### config.mk
export PLATFORM = sky130hd
export DESIGN_NAME = time_counter
export DESIGN_NICKNAME = d
export VERILOG_FILES = /design/src/rtl/time_counter.sv
export SDC_FILE = /design/constraint.sdc
export NUM_CORES = 1
export LEC_CHECK = 0
export ABC_AREA = 1
export CELL_PAD_IN_SITES_DETAIL_PLACEMENT = 1
export CELL_PAD_IN_SITES_GLOBAL_PLACEMENT = 1
export CORE_MARGIN = 2
export CORE_UTILIZATION = 47
export DETAILED_ROUTE_END_ITERATION = 7
export PLACE_DENSITY = 0.95
export SETUP_SLACK_MARGIN = 0.5
export SLEW_MARGIN = 20
export SYNTH_ARGS = -nofsm -noshare
export SYNTH_HDL_FRONTEND = slang
export SYNTH_SLANG_ARGS = --single-unit
export TNS_END_PERCENT = 10
### constraint.sdc
create_clock -name sys_clk -period 3.4 [get_ports sys_clk]
set_input_delay 1.02 -clock sys_clk [delete_from_list [all_inputs] [get_ports sys_clk]]
set_output_delay 1.02 -clock sys_clk [all_outputs]
set_load 0.02 [all_outputs]
### src/rtl/time_counter.sv
// time_counter: 24 h hour:min:sec timekeeping core with a 1 s prescaler,
// adjust-mode field stepping on flag rising edges, and a blink strobe for
// the field under adjustment. All state is binary and clocked on sys_clk.
module time_counter #(
  parameter int CLK_FREQ  = 50_000_000,
  parameter int BLINK_DIV = 25_000_000
) (
  input  logic       sys_clk,
  input  logic       sys_rst_n,
  input  logic       min_en,
  input  logic       hour_en,
  input  logic       min_add_flag,
  input  logic       min_sub_flag,
  input  logic       hour_add_flag,
  input  logic       hour_sub_flag,
  output logic [4:0] hour,
  output logic [5:0] min,
  output logic [5:0] sec,
  output logic       sec_pulse,
  output logic       blink
);

  localparam int PW = (CLK_FREQ > 1) ? $clog2(CLK_FREQ) : 1;
  localparam int BW = (BLINK_DIV > 1) ? $clog2(BLINK_DIV) : 1;
  localparam logic [PW-1:0] PRESC_TERM = PW'(CLK_FREQ - 1);
  localparam logic [BW-1:0] BLINK_TERM = BW'(BLINK_DIV - 1);

  logic [PW-1:0] r_presc;
  logic [BW-1:0] r_blink_cnt;
  logic          r_blink;
  logic          r_sec_pulse;
  logic [4:0]    r_hour;
  logic [5:0]    r_min;
  logic [5:0]    r_sec;
  logic          r_min_add_d;
  logic          r_min_sub_d;
  logic          r_hour_add_d;
  logic          r_hour_sub_d;

  logic w_adj;
  logic w_presc_tc;
  logic w_min_add_rise;
  logic w_min_sub_rise;
  logic w_hour_add_rise;
  logic w_hour_sub_rise;

  assign w_adj           = hour_en | min_en;
  assign w_presc_tc      = (r_presc == PRESC_TERM);
  assign w_min_add_rise  = min_add_flag  & ~r_min_add_d;
  assign w_min_sub_rise  = min_sub_flag  & ~r_min_sub_d;
  assign w_hour_add_rise = hour_add_flag & ~r_hour_add_d;
  assign w_hour_sub_rise = hour_sub_flag & ~r_hour_sub_d;

  // 1 s prescaler and its one-cycle seconds strobe; held clear while adjusting.
  // NOTE: sequential state uses non-blocking assignments so every register
  // samples the values from before the edge, independent of statement order.
  always_ff @(posedge sys_clk or negedge sys_rst_n) begin
    if (!sys_rst_n) begin
      r_presc     <= '0;
      r_sec_pulse <= 1'b0;
    end else if (w_adj) begin
      r_presc     <= '0;
      r_sec_pulse <= 1'b0;
    end else if (w_presc_tc) begin
      r_presc     <= '0;
      r_sec_pulse <= 1'b1;
    end else begin
      r_presc     <= r_presc + PW'(1);
      r_sec_pulse <= 1'b0;
    end
  end

  // Time fields: carry chain in run mode, independent wrapped stepping in adjust mode.
  always_ff @(posedge sys_clk or negedge sys_rst_n) begin
    if (!sys_rst_n) begin
      r_hour <= '0;
      r_min  <= '0;
      r_sec  <= '0;
    end else if (w_adj) begin
      r_sec <= '0;
      // Add takes priority when both edges land on the same cycle.
      if (hour_en) begin
        if (w_hour_add_rise)
          r_hour <= (r_hour == 5'd23) ? 5'd0 : r_hour + 5'd1;
        else if (w_hour_sub_rise)
          r_hour <= (r_hour == 5'd0) ? 5'd23 : r_hour - 5'd1;
      end
      if (min_en) begin
        if (w_min_add_rise)
          r_min <= (r_min == 6'd59) ? 6'd0 : r_min + 6'd1;
        else if (w_min_sub_rise)
          r_min <= (r_min == 6'd0) ? 6'd59 : r_min - 6'd1;
      end
    end else if (w_presc_tc) begin
      if (r_sec == 6'd59) begin
        r_sec <= '0;
        if (r_min == 6'd59) begin
          r_min  <= '0;
          r_hour <= (r_hour == 5'd23) ? 5'd0 : r_hour + 5'd1;
        end else begin
          r_min <= r_min + 6'd1;
        end
      end else begin
        r_sec <= r_sec + 6'd1;
      end
    end
  end

  // Blink divider: free-runs only in adjust mode, parked at zero otherwise.
  always_ff @(posedge sys_clk or negedge sys_rst_n) begin
    if (!sys_rst_n) begin
      r_blink_cnt <= '0;
      r_blink     <= 1'b0;
    end else if (!w_adj) begin
      r_blink_cnt <= '0;
      r_blink     <= 1'b0;
    end else if (r_blink_cnt == BLINK_TERM) begin
      r_blink_cnt <= '0;
      r_blink     <= ~r_blink;
    end else begin
      r_blink_cnt <= r_blink_cnt + BW'(1);
    end
  end

  // Flag delay registers track every cycle so edges are detected cleanly on enable.
  always_ff @(posedge sys_clk or negedge sys_rst_n) begin
    if (!sys_rst_n) begin
      r_min_add_d  <= 1'b0;
      r_min_sub_d  <= 1'b0;
      r_hour_add_d <= 1'b0;
      r_hour_sub_d <= 1'b0;
    end else begin
      r_min_add_d  <= min_add_flag;
      r_min_sub_d  <= min_sub_flag;
      r_hour_add_d <= hour_add_flag;
      r_hour_sub_d <= hour_sub_flag;
    end
  end

  // Gating blink with adj clears it in the very first cycle after leaving adjust.
  assign blink     = r_blink & w_adj;
  assign hour      = r_hour;
  assign min       = r_min;
  assign sec       = r_sec;
  assign sec_pulse = r_sec_pulse;

endmodule

== Word level (Yosys, flattened, before mapping) ==
Cells that the tools add are included.

* Bits in registers: 74
* Input bits: 8
* Output and inout bits: 19
* Logic and storage cells: 74

* $add $sub $neg: 7
* Eq/ne operators: 10
* Multiplexer cells: 28
* Bitwise logic cells: 11
* Reductions and logical operators: 7

{| class="wikitable"
|+ Operators with widths
! operator !! number
|-
| 6-bit 2-to-1 mux || 11
|-
| 26-bit 2-to-1 mux || 2
|-
| 25-bit 2-to-1 mux || 2
|-
| 5-bit 2-to-1 mux || 9
|-
| 26-bit by 1-bit adder with 26-bit output (second input constant) || 1
|-
| 26-bit == test (second input constant) || 1
|-
| 25-bit by 1-bit adder with 25-bit output (second input constant) || 1
|-
| 25-bit == test (second input constant) || 1
|-
| 6-bit by 1-bit adder with 6-bit output (second input constant) || 2
|-
| 6-bit == test (second input constant) || 2
|-
| 6-bit logical NOT || 1
|-
| 3-bit by 1-bit inequality test with 1-bit output (second input constant) || 2
|-
| 2-bit nonzero test || 3
|-
| 6-bit by 1-bit subtractor with 6-bit output (second input constant) || 1
|-
| 5-bit by 1-bit adder with 5-bit output (second input constant) || 1
|-
| 1-bit AND || 5
|-
| 5-bit == test (second input constant) || 1
|-
| 5-bit logical NOT || 1
|-
| 1-bit inverter || 5
|-
| 5-bit AND reduction || 1
|-
| 5-bit by 1-bit subtractor with 5-bit output (second input constant) || 1
|-
| 1-bit 2-to-1 mux || 4
|-
| 2-bit inequality test (second input constant) || 2
|-
| 4-bit AND reduction || 1
|-
| other kinds (2) || 2
|}

== Logic depth before layout (Yosys ltp) ==
Gate-level depths: netlist of run 1.

* Word-level depth: 6
* Mapped depth: 11
* Gate-level depth less buffers: 11

== Least setup slack after synthesis of run 1 ==
Ideal clock, no wire load.

* Path kind: input-to-output
* From: input port min_en
* To: output port blink
* Arrival time: 1.741 ns
* Data required time: 2.380 ns
* Setup slack: 0.639 ns
* Stages on the path: 4
* Buffers on the path: 2
* Cell sequence: nor2_1 -> buf_4 -> clkbuf_1 -> nor2_1

* Longest elaborated chain between the ends: 2

{| class="wikitable"
|+ Ends and longest elaborated chain
! what !! RTL line !! RTL
|-
| from (decl) || 10 || <nowiki>input logic min_en,</nowiki>
|-
| 1-bit bitwise OR || 47 || <nowiki>assign w_adj = hour_en | min_en;</nowiki>
|-
| 1-bit AND || 141 || <nowiki>assign blink = r_blink & w_adj;</nowiki>
|-
| to (decl) || 20 || <nowiki>output logic blink</nowiki>
|}

No other way between the ends.

== Worst setup path after layout of run 1 ==
Ends and elaborated chain as after synthesis.

==> results of run 1 <==
worst max-delay path: cells and delay by family:
| kind | cells | cell delay (ns) |
|---|---|---|
| buffers and inverters | 2 | 0.39 |
| AND/OR/NAND/NOR | 2 | 0.24 |
synth_stat cells (2+ instances only):
cell type  instances  area share
clkbuf_1           3      0.0024
nand2_1          170        0.14
nand4_1           23       0.031
xor2_1            18       0.034
nor2_4             4      0.0097
buf_4              2      0.0032
xnor2_1            7       0.013
buf_2              2      0.0022
nor3_1            23       0.025
nand2_2            6      0.0081
ha_1               8       0.022
a21oi_1            7      0.0075
nor2_2             4      0.0054
inv_1             88       0.071
o21ai_0           10       0.011
o21ai_1            3      0.0032
nand3_1           65       0.070
inv_2              5      0.0040
nor2_1           128        0.10
nand3_2            3      0.0065
nand3_4            2      0.0075
nor3b_1            4      0.0065
dfrtp_1           74        0.40
buf_6              2      0.0049
logic make-up after synthesis:
logic type / synth area share
AO/OA/AOI/OAI: 0.02991
XOR/XNOR: 0.04716
adder cells (fa/ha/maj): 0.02156
buffers and inverters: 0.08785
flip-flops: 0.3988
AND/OR/NAND/NOR: 0.4147
worst min path at each step:
stage                          end  slack [ns]      startpoint  depth (start not counted)
floorplan               r_presc[0]        0.43      r_presc[0]                          1
global placement    r_blink_cnt[0]        0.44  r_blink_cnt[0]                          1
detailed placement  r_blink_cnt[0]        0.46  r_blink_cnt[0]                          1
CTS                 r_blink_cnt[0]        0.47  r_blink_cnt[0]                          1
global route        r_blink_cnt[0]        0.51  r_blink_cnt[0]                          1
finish              r_blink_cnt[0]        0.47  r_blink_cnt[0]                          1
area by class of cell:
type / instances / area share
clock buffer: 12 / 0.02774
inverter: 93 / 0.06673
sequential: 74 / 0.3540
timing repair buffer: 29 / 0.05334
multi-input combinational: 493 / 0.4566
tap: 133 / 0.03181
clock inverter: 4 / 0.009806
routing by layer:
metal | track usage | vias up | wire [um]
li1 | - | 2170 | -
met1 | 0.3203 | 2238 | 5926
met2 | 0.4993 | 93 | 7311
met3 | 0.04973 | 27 | 385
met4 | 0.1204 | 0 | 289
met5 | 0 | - | 0
sequential cells by signal, indices dropped and copies added, names as in the netlist:
| signal | flops |
|---|---|
| r_hour_add_d | 1 |
| hour | 5 |
| r_presc | 26 |
| min | 6 |
| r_min_add_d | 1 |
| r_min_sub_d | 1 |
| sec | 6 |
| r_blink_cnt | 25 |
| sec_pulse | 1 |
| r_hour_sub_d | 1 |
| r_blink | 1 |
metrics by stage:
step	setup slack, ns	TNS [ns]	std cells
after detailed placement	-0.08121	-0.08121	822
final	0.7248	0	838
after CTS	0.6986	0	838
after global routing	0.6907	0	838
after global placement	-0.06629	-0.06629	822
after floorplan	0.6385	0	669
what timing repair did:
item | in CTS | in global routing
gates resized for setup | 10 | 0
endpoints found under the hold margin | 0 | 0
hold buffers | 0 | 0
setup endpoints to repair | 1 | 0
power by group through the flow:
stage	combinational [mW]	sequential [mW]	clock, mW
final	0.863	1.12	0.707
after floorplan	0.493	1.14	0
after global placement	0.774	1.13	0
after detailed placement	0.840	1.13	0
after global routing	0.958	1.14	0.759
after CTS	0.862	1.12	0.720
==> impl_results.md, run 1 <==
- Max_cap viols: 0
- Mean Syn Cell Area: 6.941 um2
- Largest net degree at the start of global routing: 75
- # H-tree levels: 3
- Critical path's slowest cell: dlygate4sd2_1
- Syn Nets: slightly below 700
- RR Endpoint: min[1]
- Die Area: 0.01069 mm2
- Hold slack: 0.4658 ns
- Die W: 103.4 um
- WL/cell: 16.60 um
- Worst R2R Setup Slack: 1.19 ns
- Layout fillers: 1318
- I/O Pins: 27
- Clk_lat worst skew: 0.37 ns
- Most used DFF post-synth: dfrtp_1
- Largest stage delay, worst path: 0.26 ns
- Area delta synth->final: 12.67%
- Die H: between 100 and 150 um
- Post-DR vias/cell: roughly 5.4
- Grt ovf: 0
- CTS Buf Count: 9
- CP dominant cell by count: nor2_2
- Synth unique cells: 32
- Final worst-path cycle share: 0.7868
- Psw: 1.038 mW
- Internal Power: 1.651 mW
- Initial antenna violation count: 0
- Slew at the pin with the worst max-slew slack: 0.9783 ns
- Dpl cell area: 0.005031 mm2
- Core area: 0.009684 mm2
- CTS tree: done
- Max Freq: 0.3738 GHz
- Post-CTS Setup Repair Bufs: 0
- First-pass GRT wire length: 22830 um
- Slew Viols, Final: 0
- IO buf count: 26
- CTS sink cnt: 74
- Vias in the first global route: ~5000
- Vias: 4528
- Worst path required time: 2.38 ns
- Net Sw Frac: 0.3862
- Layout cells sized above 1: 0.06667
- Slew margin rel.: 0.3478
- Worst setup SP type: input pin
- # DRC: 0
- Core Rows: 36
- Register share of total power: 0.416
- Number of synthesized flops with an enable pin: 0
- Leakage power: ~2.4 nW
- Status: completed
- Gate Count Post-Synth: 669
- Pwr Total: 2.689 mW
- Worst setup endpoint: blink
- Initial Utilization: 0.4795
- Post-DRT Antenna Nets: 0
- CP Class: in2out
- Clock Skew: 0.01010 ns
- Final Wtd Congestion: around 0.87
- Most common cell after layout, fill and taps aside: nand2_1
- Crit path DAT: 1.66 ns
- Mapped Area: 0.004643 mm2
- Crit path from: min_en
- Commonest cells after routing, fill and taps aside: nand2_1 (170), nor2_1 (126), inv_1 (88), dfrtp_1 (74), nand3_1 (65)
- Crit-path cells: dlygate4sd2_1 > nor2_2 > nor2_2 > buf_6
- Ant diodes: 0
- RSZ-0062 raised after global routing: false
- Pwr Density: between 500 and 600 mW/mm2
- VDD IR-drop max: 359.3 uV
- Critical Path End Type: primary output
- Seq/Total Area, Yosys: 0.3988
- R2R cell count: 11
- Iteration-0 DRC count of the detailed router: 177
- Logic gate share of total power: 0.321
- DP HPWL: 10210 um
- Crit-path max FO: 2
- Root Driver: clkbuf_8
- Final core utilization: 0.5402
- Final setup fails: 0
- Clock Path Buffers: 2
- Storage cell area: between 0.0015 and 0.002 mm2
- Wirelength, routed: 13910 um
- Clk pwr share: 0.263
- DRT Pass-1 Iters: 6
- Reg2reg start: r_presc[0]
- Design Area, Final: 0.005231 mm2
- Area taken by multi-input logic gates: 0.002389 mm2
- CTS clk-pin slew, worst paths: ~0.080 ns
- Ys async rst share: 1.000
- Final hold vios: 0
- Hold/Removal Path Class: reg2reg
- Final net count: 716
- Synth Register Bits: 74
- Final min period: ~2.7 ns
- Total track usage: 0.2768
- Synth Warn #: 0
(Power assumes the default switching activity.)
==> run 2, diff against run 1 <==
- CORE_UTILIZATION: 47 -> 39
- PLACE_DENSITY: 0.95 -> 0.86
- clock period: 3.4 -> 2.1 ns (I/O delays scaled with it)
==> impl_results.md, run 2 (synthesized netlist as in run 1, its figures left out) <==
- Largest net degree at the start of global routing: 33 (was 75)
- Die W: 113.1 um (was 103.4 um)
- Layout cells sized above 1: 0.2176 (was 0.06667)
- Slew margin rel.: 0.6408 (was 0.3478)
- CTS clk-pin slew, worst paths: 0.08 ns (about the same)
- Initial Utilization: 0.4032 (was 0.4795)
- Worst setup SP type: flip-flop (was input pin)
- Most common cell after layout, fill and taps aside: nand2_1 (unchanged)
- WL/cell: 20.77 um (was 16.60 um)
- Final net count: 774 (was 716)
- Status: completed (unchanged)
- Ant diodes: 0 (unchanged)
- Worst setup endpoint: min[2] (was blink)
- Largest regs: r_presc x26, r_blink_cnt x25 (unchanged)
- RSZ-0062 raised after global routing: true (was false)
- Post-DR vias/cell: 5.626 (was 5.403)
- CP delay by family, top: simple AND/OR/NAND/NOR gates (was buffers and inverters)
- Crit-path max FO: 6 (was 2)
- RR Endpoint: min[2] (was min[1])
- DP HPWL: 10220 um (was 10210 um)
- Post-DRT Antenna Nets: 0 (unchanged)
- Post-cts hold buffer count: 0 (unchanged)
- Crit-path cells: ha_2 > nand2_2 > nor2_4 > nand3_2 > nor2_2 > nand2_2 > nand2_4 > buf_12 > nand3_4 > nand2_1 > nand2_1 (was dlygate4sd2_1 > nor2_2 > nor2_2 > buf_6)
- Layout fillers: 1482 (was 1318)
- Pwr Total: 5.153 mW (was 2.689 mW)
- Core area: 0.01152 mm2 (was 0.009684 mm2)
- Slew Viols, Final: 0 (unchanged)
- Non-filler cells in the finished layout: 906 (was 838)
- Grt ovf: 0 (unchanged)
- Total track usage: 0.2697 (was 0.2768)
- R2R cell count: 11 (unchanged)
- Critical Path End Type: flip-flop (was primary output)
- DRT Pass-1 Iters: 5 (was 6)
- Setup WS post-layout: 0.2508 ns (was 0.7248 ns)
- CTS tree: done (unchanged)
- Hold/Removal Path Class: in2async (was reg2reg)
- Die H: 113.1 um (was 103.4 um)
- Area taken by multi-input logic gates: 0.002606 mm2 (was 0.002389 mm2)
- Clock Skew: 0.01806 ns (was 0.01010 ns)
- Final Wtd Congestion: 0.9292 (was 0.8697)
- Root Driver: clkbuf_16 (was clkbuf_8)
- Critical path's slowest cell: dfrtp_1 (was dlygate4sd2_1)
- Core Rows: 39 (was 36)
- Clock Path Buffers: 2 (unchanged)
- Reg2reg start: r_presc[0] (unchanged)
- Setup Slack @ Placement: -0.4954 ns (was -0.08121 ns)
- Area delta synth->final: 31.64% (was 12.67%)
- Leakage power: 2.888 nW (was 2.424 nW)
- # DRC: 0 (unchanged)
- Final hold vios: 0 (unchanged)
- Crit path from: r_presc[0] (was min_en)
- Commonest cells after routing, fill and taps aside: nand2_1 (155), nor2_1 (114), inv_1 (84), dfrtp_1 (65), nand3_1 (61) (was nand2_1 (170), nor2_1 (126), inv_1 (88), dfrtp_1 (74), nand3_1 (65))
- I/O Pins: 27 (unchanged)
- Crit path DAT: 2.08 ns (was 1.66 ns)
- Placed cells: 852 (was 822)
- VDD IR-drop max: 618.6 uV (was 359.3 uV)
- Vias: 5097 (was 4528)
- CP Class: reg2reg (was in2out)
- CTS sink cnt: 74 (unchanged)
- Max Freq: 0.5408 GHz
- Die Area: 0.01280 mm2 (was 0.01069 mm2)
- Final worst-path cycle share: 0.8806
- Final setup fails: 0 (unchanged)
- Largest Register: r_presc (unchanged)
- WP depth: 11 (was 4)
- Worst R2R Setup Slack: 0.25 ns (was 1.19 ns)
- Storage cell area: 0.001863 mm2 (was 0.001852 mm2)
- Wirelength, routed: 18820 um (was 13910 um)
- Slew at the pin with the worst max-slew slack: 0.5346 ns (was 0.9783 ns)
- IO buf count: 26 (unchanged)
- CTS Buf Count: 9 (unchanged)
- Largest stage delay, worst path: 0.42 ns (was 0.26 ns)
- Pwr Density: 843.1 mW/mm2 (was 514.0 mW/mm2)
- Initial antenna violation count: 0 (unchanged)
- # H-tree levels: 3 (unchanged)
- Final min period: 1.849 ns
- Vias in the first global route: 5421 (was 4869)
- Iteration-0 DRC count of the detailed router: 397 (was 177)
- Worst path required time: 2.33 ns (was 2.38 ns)
- Final core utilization: 0.5307 (was 0.5402)
- First-pass GRT wire length: 27090 um (was 22830 um)
- Clk_lat worst skew: 0.36 ns (was 0.37 ns)
- Critical path buffers and inverters: 1 (was 2)
- Max_cap viols: 0 (unchanged)
- Max reg flops: 26 (unchanged)
## run 2: stage by stage
stage	instance area [um2]	hold slack, ns	setup TNS [ns]
floorplan	4672	0.3344	0
global route	6112	0.2563	0
CTS	5803	0.2513	0
finish	6112	0.2329	0
global placement	5246	0.4440	-7.072
detailed placement	5246	0.4596	-8.582
## run 2: how the worst min path moves through the flow
stage / from / endpoint / cells past startpoint
floorplan: sys_rst_n / hour[0] / 0
global placement: r_presc[0] / r_presc[0] / 1
detailed placement: r_blink_cnt[0] / r_blink_cnt[0] / 1
CTS: sys_rst_n / r_blink_cnt[0] / 1
global route: sys_rst_n / r_blink_cnt[1] / 1
finish: sys_rst_n / r_blink_cnt[1] / 1
## run 2: layout make-up
class                           instances  share of cell area
Multi-Input combinational cell        494              0.4264
Sequential cell                        74              0.3048
Timing Repair Buffer                   86              0.1322
Inverter                               93             0.05875
Clock buffer                           10             0.03746
Tap cell                              143             0.02927
Clock inverter                          6             0.01105
## run 2: timing repair
| action | in CTS | in global routing |
|---|---|---|
| gates resized for setup | 95 | 49 |
| hold endpoints to repair | 0 | 0 |
| gates cloned | 1 | 2 |
| endpoints found under the setup margin | 81 | 78 |
| pin swaps | 14 | 15 |
| buffers inserted | 22 | 13 |
## run 2: where the power goes
group | total (mW) | switching [mW] | internal (mW) | leakage (nW)
clock network | 1.60 | 0.680 | 0.923 | 0.139
registers | 1.72 | 0.156 | 1.57 | 0.989
logic | 1.83 | 1.15 | 0.677 | 1.76
## run 2: routing by layer
metal / GRT usage / up-vias / wire length [um]
met5: 0 / - / 0
met4: 0.1114 / 0 / 872
met3: 0.05892 / 69 / 859
met2: 0.4854 / 189 / 9895
met1: 0.3094 / 2552 / 7195
li1: - / 2287 / -
